File: config.mk
export PLATFORM = sky130hd
export DESIGN_NAME = mul_accumulator
export DESIGN_NICKNAME = d
export VERILOG_FILES = /design/src/rtl/mul_acc_pkg.sv /design/src/rtl/sat_adder.sv /design/src/rtl/mul_accumulator.sv
export SDC_FILE = /design/constraint.sdc
export NUM_CORES = 1
export LEC_CHECK = 0
export CAP_MARGIN = 20
export CELL_PAD_IN_SITES_DETAIL_PLACEMENT = 1
export CELL_PAD_IN_SITES_GLOBAL_PLACEMENT = 2
export CORE_ASPECT_RATIO = 1.1
export CORE_MARGIN = 10
export CORE_UTILIZATION = 30
export CTS_CLUSTER_SIZE = 24
export DETAILED_ROUTE_END_ITERATION = 7
export GPL_TIMING_DRIVEN = 0
export PLACE_DENSITY_LB_ADDON = 0.08
export RECOVER_POWER = 100
export SLEW_MARGIN = 20
export SYNTH_ARGS = -nofsm -noshare
export SYNTH_HDL_FRONTEND = slang
export SYNTH_HIERARCHICAL = 1
export SYNTH_SLANG_ARGS = --single-unit
File: constraint.sdc
create_clock -name clk -period 3.1 [get_ports clk]
set_clock_uncertainty 0.15 [all_clocks]
set_input_delay 0.62 -clock clk [delete_from_list [all_inputs] [get_ports clk]]
set_output_delay 0.62 -clock clk [all_outputs]
set_load 0.03 [all_outputs]
File: src/rtl/mul_acc_pkg.sv
// Shared definitions for the product accumulator.
//   - state_t        : two-state FSM encoding (ACCUM collects products, HOLD presents a result)
//   - *_DEFAULT      : default accumulator width, group length and counter width
//   - params_ok()    : elaboration-time legality check for the parameter set
package mul_acc_pkg;

    typedef enum logic {
        ST_ACCUM = 1'b0,
        ST_HOLD  = 1'b1
    } state_t;

    localparam int ACC_W_DEFAULT   = 24;
    localparam int N_TERMS_DEFAULT = 8;
    localparam int CNT_W_DEFAULT   = 4;

    // The counter must be able to hold N_TERMS itself, hence 2**cnt_w > n_terms.
    function automatic bit params_ok(input int acc_w, input int n_terms, input int cnt_w);
        return (acc_w >= 16) && (n_terms >= 1) && (n_terms <= 15) &&
               ((1 << cnt_w) > n_terms);
    endfunction

endpackage

File: src/rtl/sat_adder.sv
// Purely combinational unsigned saturating adder.
//   a   [W-1:0] : running sum
//   b   [15:0]  : product to add (zero-extended)
//   sum [W-1:0] : a+b, clamped to 2**W-1
//   ovf         : the true sum did not fit in W bits
module sat_adder #(
    parameter int W = 24
) (
    input  logic [W-1:0] a,
    input  logic [15:0]  b,
    output logic [W-1:0] sum,
    output logic         ovf
);

    logic [W:0] full_sum;

    // One extra bit catches the carry out; since both operands are unsigned
    // a saturated input plus any non-zero b carries out and stays clamped.
    assign full_sum = {1'b0, a} + {{(W + 1 - 16){1'b0}}, b};
    assign ovf      = full_sum[W];
    assign sum      = full_sum[W] ? {W{1'b1}} : full_sum[W-1:0];

endmodule

File: src/rtl/mul_accumulator.sv
// Accumulates groups of 16-bit unsigned products into a saturating sum.
//   clk, rst_n            : clock, asynchronous active-low reset
//   clear                 : synchronous abort of the current group / pending result
//   in_valid, in_ready    : input handshake for prod/in_last
//   prod [15:0]           : unsigned product
//   in_last               : closes the group after this product
//   out_valid, out_ready  : output handshake for the result
//   acc_out [ACC_W-1:0]   : group sum (saturated)
//   out_sat               : a clamp occurred somewhere in the group
//   out_count [CNT_W-1:0] : number of products in the group
// A group closes after N_TERMS products or on in_last; the result is held
// until taken, during which no input is accepted.
module mul_accumulator
    import mul_acc_pkg::*;
#(
    parameter int ACC_W   = ACC_W_DEFAULT,
    parameter int N_TERMS = N_TERMS_DEFAULT,
    parameter int CNT_W   = CNT_W_DEFAULT
) (
    input  logic             clk,
    input  logic             rst_n,
    input  logic             clear,
    input  logic             in_valid,
    output logic             in_ready,
    input  logic [15:0]      prod,
    input  logic             in_last,
    output logic             out_valid,
    input  logic             out_ready,
    output logic [ACC_W-1:0] acc_out,
    output logic             out_sat,
    output logic [CNT_W-1:0] out_count
);

    if (!params_ok(ACC_W, N_TERMS, CNT_W)) begin : g_param_check
        $error("mul_accumulator: illegal ACC_W/N_TERMS/CNT_W combination");
    end

    state_t             state_reg;
    state_t             state_next;
    logic [ACC_W-1:0]   acc_reg;
    logic [CNT_W-1:0]   count_reg;
    logic               sat_reg;

    logic [ACC_W-1:0]   add_sum;
    logic               add_ovf;
    logic [CNT_W-1:0]   count_inc;
    logic               accept;
    logic               close_group;
    logic               release_result;

    sat_adder #(
        .W (ACC_W)
    ) u_sat_adder (
        .a   (acc_reg),
        .b   (prod),
        .sum (add_sum),
        .ovf (add_ovf)
    );

    assign count_inc      = count_reg + 1'b1;
    assign accept         = in_valid && in_ready;
    assign close_group    = accept && ((count_inc == CNT_W'(N_TERMS)) || in_last);
    assign release_result = (state_reg == ST_HOLD) && out_ready;

    // State register
    always_ff @(posedge clk or negedge rst_n) begin
        if (!rst_n) begin
            state_reg <= ST_ACCUM;
        end else begin
            state_reg <= state_next;
        end
    end

    // Next-state logic; clear overrides everything else
    always_comb begin
        state_next = state_reg;
        if (clear) begin
            state_next = ST_ACCUM;
        end else begin
            case (state_reg)
                ST_ACCUM: if (close_group)  state_next = ST_HOLD;
                ST_HOLD:  if (out_ready)    state_next = ST_ACCUM;
                default:                    state_next = ST_ACCUM;
            endcase
        end
    end

    // Output decode
    always_comb begin
        in_ready  = (state_reg == ST_ACCUM);
        out_valid = (state_reg == ST_HOLD);
    end

    // Datapath: sum, term count and sticky saturation flag
    always_ff @(posedge clk or negedge rst_n) begin
        if (!rst_n) begin
            acc_reg   <= '0;
            count_reg <= '0;
            sat_reg   <= 1'b0;
        end else if (clear || release_result) begin
            acc_reg   <= '0;
            count_reg <= '0;
            sat_reg   <= 1'b0;
        end else if (accept) begin
            acc_reg   <= add_sum;
            count_reg <= count_inc;
            sat_reg   <= sat_reg | add_ovf;
        end
    end

    assign acc_out   = acc_reg;
    assign out_count = count_reg;
    assign out_sat   = sat_reg;

endmodule
### Word-level counts from Yosys, hierarchy flattened

Index checks and enable logic that the tools add are counted.

* add/subtract/negate cells: 2
* equality and inequality tests: 1
* mux-type cells: 11
* bitwise gates (word level): 2
* reductions and logical operators: 6

Operators with widths (number)
* $mux W24: 3
* $add A24 B16 Y25: 1
* $mux W4: 2
* $mux W1: 5
* $add A4 B1 Y4 const B: 1
* $eq A4 B4 Y1 const B: 1
* $logic_and A1 B1 Y1: 3
* $logic_or A1 B1 Y1: 2
* $pmux W1 S2: 1
* $reduce_bool A2 Y1: 1
* $not A1 Y1: 1
* $or A1 B1 Y1: 1

* bits in registers: 30
* input bits: 22
* output and inout bits: 31
* logic and storage cells: 26

### Logic depth before layout (Yosys ltp)

Gate-level depths: netlist of run 1.

* depth in word-level cells: 7
* gate-level depth with buffers: 11
* mapped depth without buffers: 10

### Cells and area by module

The synthesis of run 1 kept the hierarchy.

By module, submodules not included
* mul_accumulator: times used 1, cells each 108, area each 1231.2 µm², sequential area each 750.7 µm²
* sat_adder: times used 1, cells each 175, area each 1196.1 µm², sequential area each 0.0 µm²

### Least setup slack after synthesis of run 1

OpenSTA, ideal clock, no wires.

* path kind: input-to-reg
* start: input port prod[0]
* end: register acc_reg[20] (netlist: acc_out[20])
* setup time: 121 ps
* arrival time: 2569 ps
* data required time: 2829 ps
* setup slack: 260 ps
* cell stages on the path: 9
* buffers on the path: 0
* cells stage by stage: ha_1 -> fa_1 -> nand3_1 -> a211oi_2 -> o21ai_2 -> a31oi_4 -> o2111ai_2 -> mux2_4 -> a22o_1

* cells in the longest elaborated chain, start to end: 4

Ends and longest elaborated chain
* start, declared: RTL line mul_accumulator.sv:25 `input logic [15:0] prod,`
* $add A24 B16 Y25: RTL line sat_adder.sv:19 `assign full_sum = {1'b0, a} + {{(W + 1 - 16){1'b0}}, b};`
* $mux W24: RTL line sat_adder.sv:21 `assign sum = full_sum[W] ? {W{1'b1}} : full_sum[W-1:0];`
* via add_sum[20]: RTL line mul_accumulator.sv:44 `logic [ACC_W-1:0] add_sum;`
* $mux W24: RTL line mul_accumulator.sv:104 `end else if (accept) begin`
* $mux W24: RTL line mul_accumulator.sv:100 `end else if (clear || release_result) begin`
* end signal, assigned: RTL line mul_accumulator.sv:105 `acc_reg <= add_sum;`
* end, declared: RTL line mul_accumulator.sv:40 `logic [ACC_W-1:0] acc_reg;`

The timed path passes the listed nets, and every way through them passes these cells. The select of a mux whose other input is x is not followed.
A chain may end at the register's enable or synchronous reset.

### Final worst setup path of run 1

* start: input port prod[7]
* end: register acc_reg[22] (netlist: acc_out[22])

Same word-level chain as after synthesis.

==> impl_metrics.json, run 1 <==
{
  "crit_type": "in2reg",
  "synth-compound-area-share_pct": 28.66,
  "whs_ns": 0.2166,
  "die_h_um": 114.3,
  "synthMuxAreaShare_pct": 1.082,
  "path_delay_family": "compound AO/OA/AOI/OAI gates",
  "htree_levels": 2,
  "synth_top_family_by_area": "compound AO/OA/AOI/OAI gates",
  "yosys.cell_types.count": 55,
  "power.density_mw_per_mm2": 414.7,
  "drt-vias-per-instance": 5.157,
  "routed_wirelength_mm": 8.049,
  "setup_viol": 0,
  "worstSetupEndpointType": "flip-flop",
  "crit_buf_inv": 2,
  "maxSlewViolCount": 0,
  "nets": 389,
  "fin_util_pct": 41.92,
  "slowest_stage": "clkdlybuf4s50_1",
  "antenna_left": 0,
  "maxCapViolations": 0,
  "fp.dieW_um": 105.8,
  "totalPowerFinal_uw": 1376,
  "grt_pass1_wl_mm": 13.32,
  "antenna_found_initial": 0,
  "root_buffer": "clkbuf_8",
  "drt_iter0_markers": 62,
  "timing.fmax_ghz": 0.3372,
  "cpPeakStageDelay_ns": 0.45,
  "leakagePower_uw": 0.001471,
  "place_ws_ns": -0.6852,
  "fin_ws_ns": 0.1342,
  "worstPathMaxFanout": 6,
  "path_cells": "clkdlybuf4s50_1 -> ha_4 -> nand4_1 -> a211oi_4 -> o21ai_2 -> buf_4 -> a2111oi_4 -> and2_1 -> a21oi_1 -> a22o_1",
  "min_period_ns": 2.966,
  "clk_pin_slew_ns": 0.07,
  "synth_flop_cell": "dfrtp_1",
  "yosys.area_share.adder_pct": 9.588,
  "dp.final_hpwl_mm": 6.237,
  "synth-xor-area-share_pct": 6.134,
  "cp.required_ns": 3.13,
  "holdBufCountCts": 0,
  "yosys_warnings": 6,
  "drive_above_1_share_pct": 11.14,
  "seq_area_frac_synth_pct": 30.93,
  "die_area_mm2": 0.01209,
  "routedWlPerCell_um": 17.57,
  "relSlewSlack_pct": 23.55,
  "diodes": 0,
  "period_share_pct": 95.67,
  "syn_inst": 283,
  "worst_pin_slew_ns": 1.147,
  "grt_max_degree": 19,
  "synth_edf_count": 0,
  "gp_congestion": 0.8174,
  "core_area_mm2": 0.007913,
  "overflow": 0,
  "numCtsBuffers": 5,
  "grt_pass1_vias": 2565,
  "vdd_drop_max_uv": 211.2,
  "clk_latency_ns": 0.28,
  "route.detailed.drc": 0,
  "rows": 34,
  "place_inst": 444,
  "min_path_type": "in2async",
  "port_buffers": 52,
  "groute.usage.overall_pct": 13.45,
  "hold_violations": 0,
  "cts_tree": "yes",
  "netlist_area_mm2": 0.002427,
  "synthArstFlopShare_pct": 100.0,
  "ys_ff_latch": 30,
  "fill_cells": 980,
  "rsz0062_at_grt": "false",
  "clk_path_buf_depth": 2,
  "first_pass_iters": 4,
  "cts.sinks": 30,
  "synth_nets": 323,
  "initial_core_util_pct": 30.68,
  "vias": 2362,
  "yosys.area_share.simple_pct": 19.54,
  "avgSynthCellArea_um2": 8.577,
  "stdcell_count": 458,
  "outcome": "finished, final reports clean",
  "worstSetupStartpointType": "input pin",
  "crit_arrival_ns": 2.99,
  "area_growth_syn_to_layout_pct": 36.65,
  "ios": 53
}
## Yosys cell counts, types with 4 or more instances
| master | count | area [µm²] |
|---|---|---|
| o21a_1 | 8 | 60.06 |
| o21ai_0 | 9 | 45.04 |
| inv_1 | 7 | 26.28 |
| nor2_1 | 8 | 30.03 |
| buf_2 | 4 | 20.02 |
| nand2b_1 | 4 | 25.02 |
| o211ai_1 | 4 | 30.03 |
| dfrtp_1 | 30 | 750.7 |
| nor3_1 | 5 | 25.02 |
| a21o_1 | 5 | 37.54 |
| a21oi_1 | 32 | 160.2 |
| a22o_1 | 14 | 122.6 |
| nand2_1 | 57 | 214.0 |
| ha_1 | 17 | 212.7 |
| xnor2_1 | 11 | 96.34 |
| xor2_1 | 6 | 52.55 |
| nand4_1 | 5 | 31.28 |
| nand3_1 | 7 | 35.03 |
## per-stage QoR
stage,cell area (µm²),TNS [ns]
floorplan,2427,0
global placement,3083,-12.35
detailed placement,3105,-12.53
CTS,3298,0
global route,3317,0
finish,3317,0
## metal layers
layer  part of all wire (%)  track usage [%]
met4                   0.89            3.342
met1                     46            16.49
met3                    3.4            2.984
met5                      0                0
met2                     50            23.27
## layout make-up
class / instances / area (µm²) / area share (%)
Multi-Input combinational cell: 235 / 1669 / 50.32
Sequential cell: 30 / 750.7 / 22.63
Timing Repair Buffer: 60 / 573.1 / 17.28
Tap cell: 108 / 135.1 / 4.074
Clock buffer: 5 / 68.82 / 2.075
Buffer: 10 / 53.80 / 1.622
Clock inverter: 3 / 40.04 / 1.207
Inverter: 7 / 26.28 / 0.7922
## power breakdown
part	switching, µW	internal [µW]	total [µW]
registers	28.9	418	447
clock network	164	237	401
logic	308	220	528
## worst paths after layout
check                      startpoint     endpoint  slack, ns  cells past startpoint
min in group clk              out_sat      out_sat       0.39                      2
max in group asynchronous       rst_n  acc_out[20]       1.09                      2
min                             rst_n   acc_out[5]       0.22                      1
max reg2reg                acc_out[0]  acc_out[20]       0.44                      9
min reg2reg                   out_sat      out_sat       0.39                      2
max                           prod[7]  acc_out[22]       0.13                     10
## state kept, by name (all words and copies together) (netlist names)
signal     flops
out_sat        1
out_valid      1
acc_out       24
out_count      4
## repair_timing
item	in CTS	in global routing
setup buffers	5	2
pin swaps	4	8
endpoints found under the hold margin	0	0
resized for setup	8	11
endpoints found under the setup margin	22	7
## cells by family after synthesis
logic type / Yosys count
buf+inv: 18
compound gates: 97
simple gates: 101
xor+xnor: 17
fa+ha+maj: 18
mux: 2
flops: 30
## placed cells by master, fill, tap and decap left out, types with 6 or more instances in the layout
cell type        instances
xnor2_1                 11
buf_4                   11
o21a_1                   8
xor2_1                   6
inv_1                    7
o21ai_0                  9
a21oi_1                 32
clkbuf_1                 7
clkdlybuf4s50_1         18
nand3_1                  6
nor2_1                   9
nand2_1                 57
ha_1                    11
dlygate4sd3_1           32
dfrtp_1                 30
a22o_1                  14
## worst register-to-register path: stages (launching register included)
cell and delay (ns):
dfrtp_1 0.42, ha_4 0.19, fa_2 0.40, nand3_4 0.13, a211oi_4 0.08, o21ai_2 0.24
a31oi_4 0.15, o2111ai_1 0.28, mux2_4 0.32, a22o_1 0.19
Power figures use the tool's default switching activity.
==> run 2, diff against run 1 <==
Settings changed: CORE_MARGIN 10 to 3.
==> impl_metrics.json, run 2 (synthesis results as in run 1) <==
{
  "r2r_cells": 8,
  "initial_core_util_pct": 31.78,
  "overflow": 0,
  "place_ws_ns": -0.6722,
  "antenna_left": 0,
  "crit_arrival_ns": 3.01,
  "min_period_ns": 2.988,
  "port_buffers": 52,
  "min_path_type": "in2async",
  "first_pass_iters": 4,
  "cts_tree": "yes",
  "clk_path_buf_depth": 2,
  "maxSlewViolCount": 0,
  "power.density_mw_per_mm2": 416.4,
  "leakagePower_uw": 0.001458,
  "crit_type": "in2reg",
  "die_area_mm2": 0.009208,
  "largest_reg_flops": 24,
  "maxCapViolations": 0,
  "fin_ws_ns": 0.1115,
  "totalPowerFinal_uw": 1359,
  "worstPathMaxFanout": 6,
  "groute.usage.overall_pct": 17.01,
  "drive_above_1_share_pct": 9.972,
  "worstSetupEndpointType": "flip-flop",
  "nets": 390,
  "final_common_cell": "nand2_1",
  "die_h_um": 100.3,
  "fill_cells": 899,
  "setup_viol": 0,
  "routed_wirelength_mm": 7.413,
  "timing.fmax_ghz": 0.3346,
  "fin_setup_tns_ns": 0,
  "antenna_found_initial": 0,
  "period_share_pct": 96.40,
  "worst_pin_slew_ns": 1.097,
  "drt_iter0_markers": 60,
  "gp_congestion": 0.7886,
  "grt_pass1_wl_mm": 12.53,
  "clk_latency_ns": 0.28,
  "rsz0062_at_grt": "false",
  "hold_violations": 0,
  "numCtsBuffers": 5,
  "vias": 2363,
  "cp.required_ns": 3.12,
  "drt-vias-per-instance": 5.182,
  "final_cell_mix": "nand2_1, a21oi_1, dlygate4sd3_1, dfrtp_1, clkdlybuf4s50_1",
  "route.detailed.drc": 0,
  "grt_max_degree": 19,
  "htree_levels": 2,
  "diodes": 0,
  "relSlewSlack_pct": 26.85,
  "dp.final_hpwl_mm": 5.735,
  "rows": 33,
  "root_buffer": "clkbuf_8",
  "fp.dieW_um": 91.77,
  "vdd_drop_max_uv": 213.0,
  "routedWlPerCell_um": 16.26,
  "clk_pin_slew_ns": 0.08,
  "area_growth_syn_to_layout_pct": 34.48,
  "holdBufCountCts": 0,
  "ios": 53,
  "worstSetupStartpointType": "input pin",
  "core_area_mm2": 0.007639,
  "grt_pass1_vias": 2496,
  "cts.sinks": 30,
  "outcome": "finished, final reports clean"
}
## run 2: cell type report
class | count | area (µm²) | share of cell area (%)
buffer | 11 | 61.31 | 1.878
clock buffer | 5 | 68.82 | 2.108
clock inverter | 3 | 40.04 | 1.227
inverter | 7 | 26.28 | 0.8049
multi-input combinational | 235 | 1623 | 49.71
sequential | 30 | 750.7 | 23.00
tap | 105 | 131.4 | 4.025
timing repair buffer | 60 | 563.0 | 17.25
## run 2: power breakdown
part / switching (µW) / leakage (µW) / internal (µW) / total (µW)
clock network: 170 / 0.0000579 / 237 / 406
registers: 26.2 / 0.000409 / 418 / 444
logic: 300 / 0.000991 / 209 / 509
total: 496 / 0.00146 / 863 / 1360
## run 2: worst max-delay path, cell delays in order
cell and delay, ns:
clkdlybuf4s50_1 0.42, ha_2 0.39, nand4_1 0.19, a211oi_4 0.32, o21ai_4 0.13, a31oi_4 0.27
o2111ai_2 0.15, mux2_4 0.32, a22o_1 0.19
## run 2: timing repair
action	in CTS	in global routing
gates resized for setup	7	7
gates cloned	0	0
endpoints found under the setup margin	23	23
pin swaps	4	5
setup buffers	5	2
## run 2: path summary, 6_finish.rpt
path,slack [ns],to,from
setup reg to reg,0.46,acc_out[20],acc_out[5]
setup / recovery,0.11,acc_out[20],prod[7]
hold reg to reg,0.37,out_sat,out_sat
hold / removal,0.22,acc_out[5],rst_n
max in group asynchronous,1.13,acc_out[20],rst_n
min in group clk,0.37,out_sat,out_sat
## run 2: metal layers
metal	vias up	share of wire, %	global-route usage, %
li1	1164	-	-
met1	1156	46	22.47
met2	37	50	29.01
met3	6	3.1	3.148
met4	0	0.94	3.771
met5	-	0	0
## run 2: through the flow
stage	std cells	util, %	hold WS [ns]	area, µm²
4_1_cts	454	43.03	0.09935	3287
2_1_floorplan	283	-	0.1744	2427
3_5_place_dp	441	40.61	0.3730	3102
6_report	456	42.74	0.2162	3264
5_1_grt	456	42.74	0.2841	3264
3_3_place_gp	440	40.31	0.3644	3079
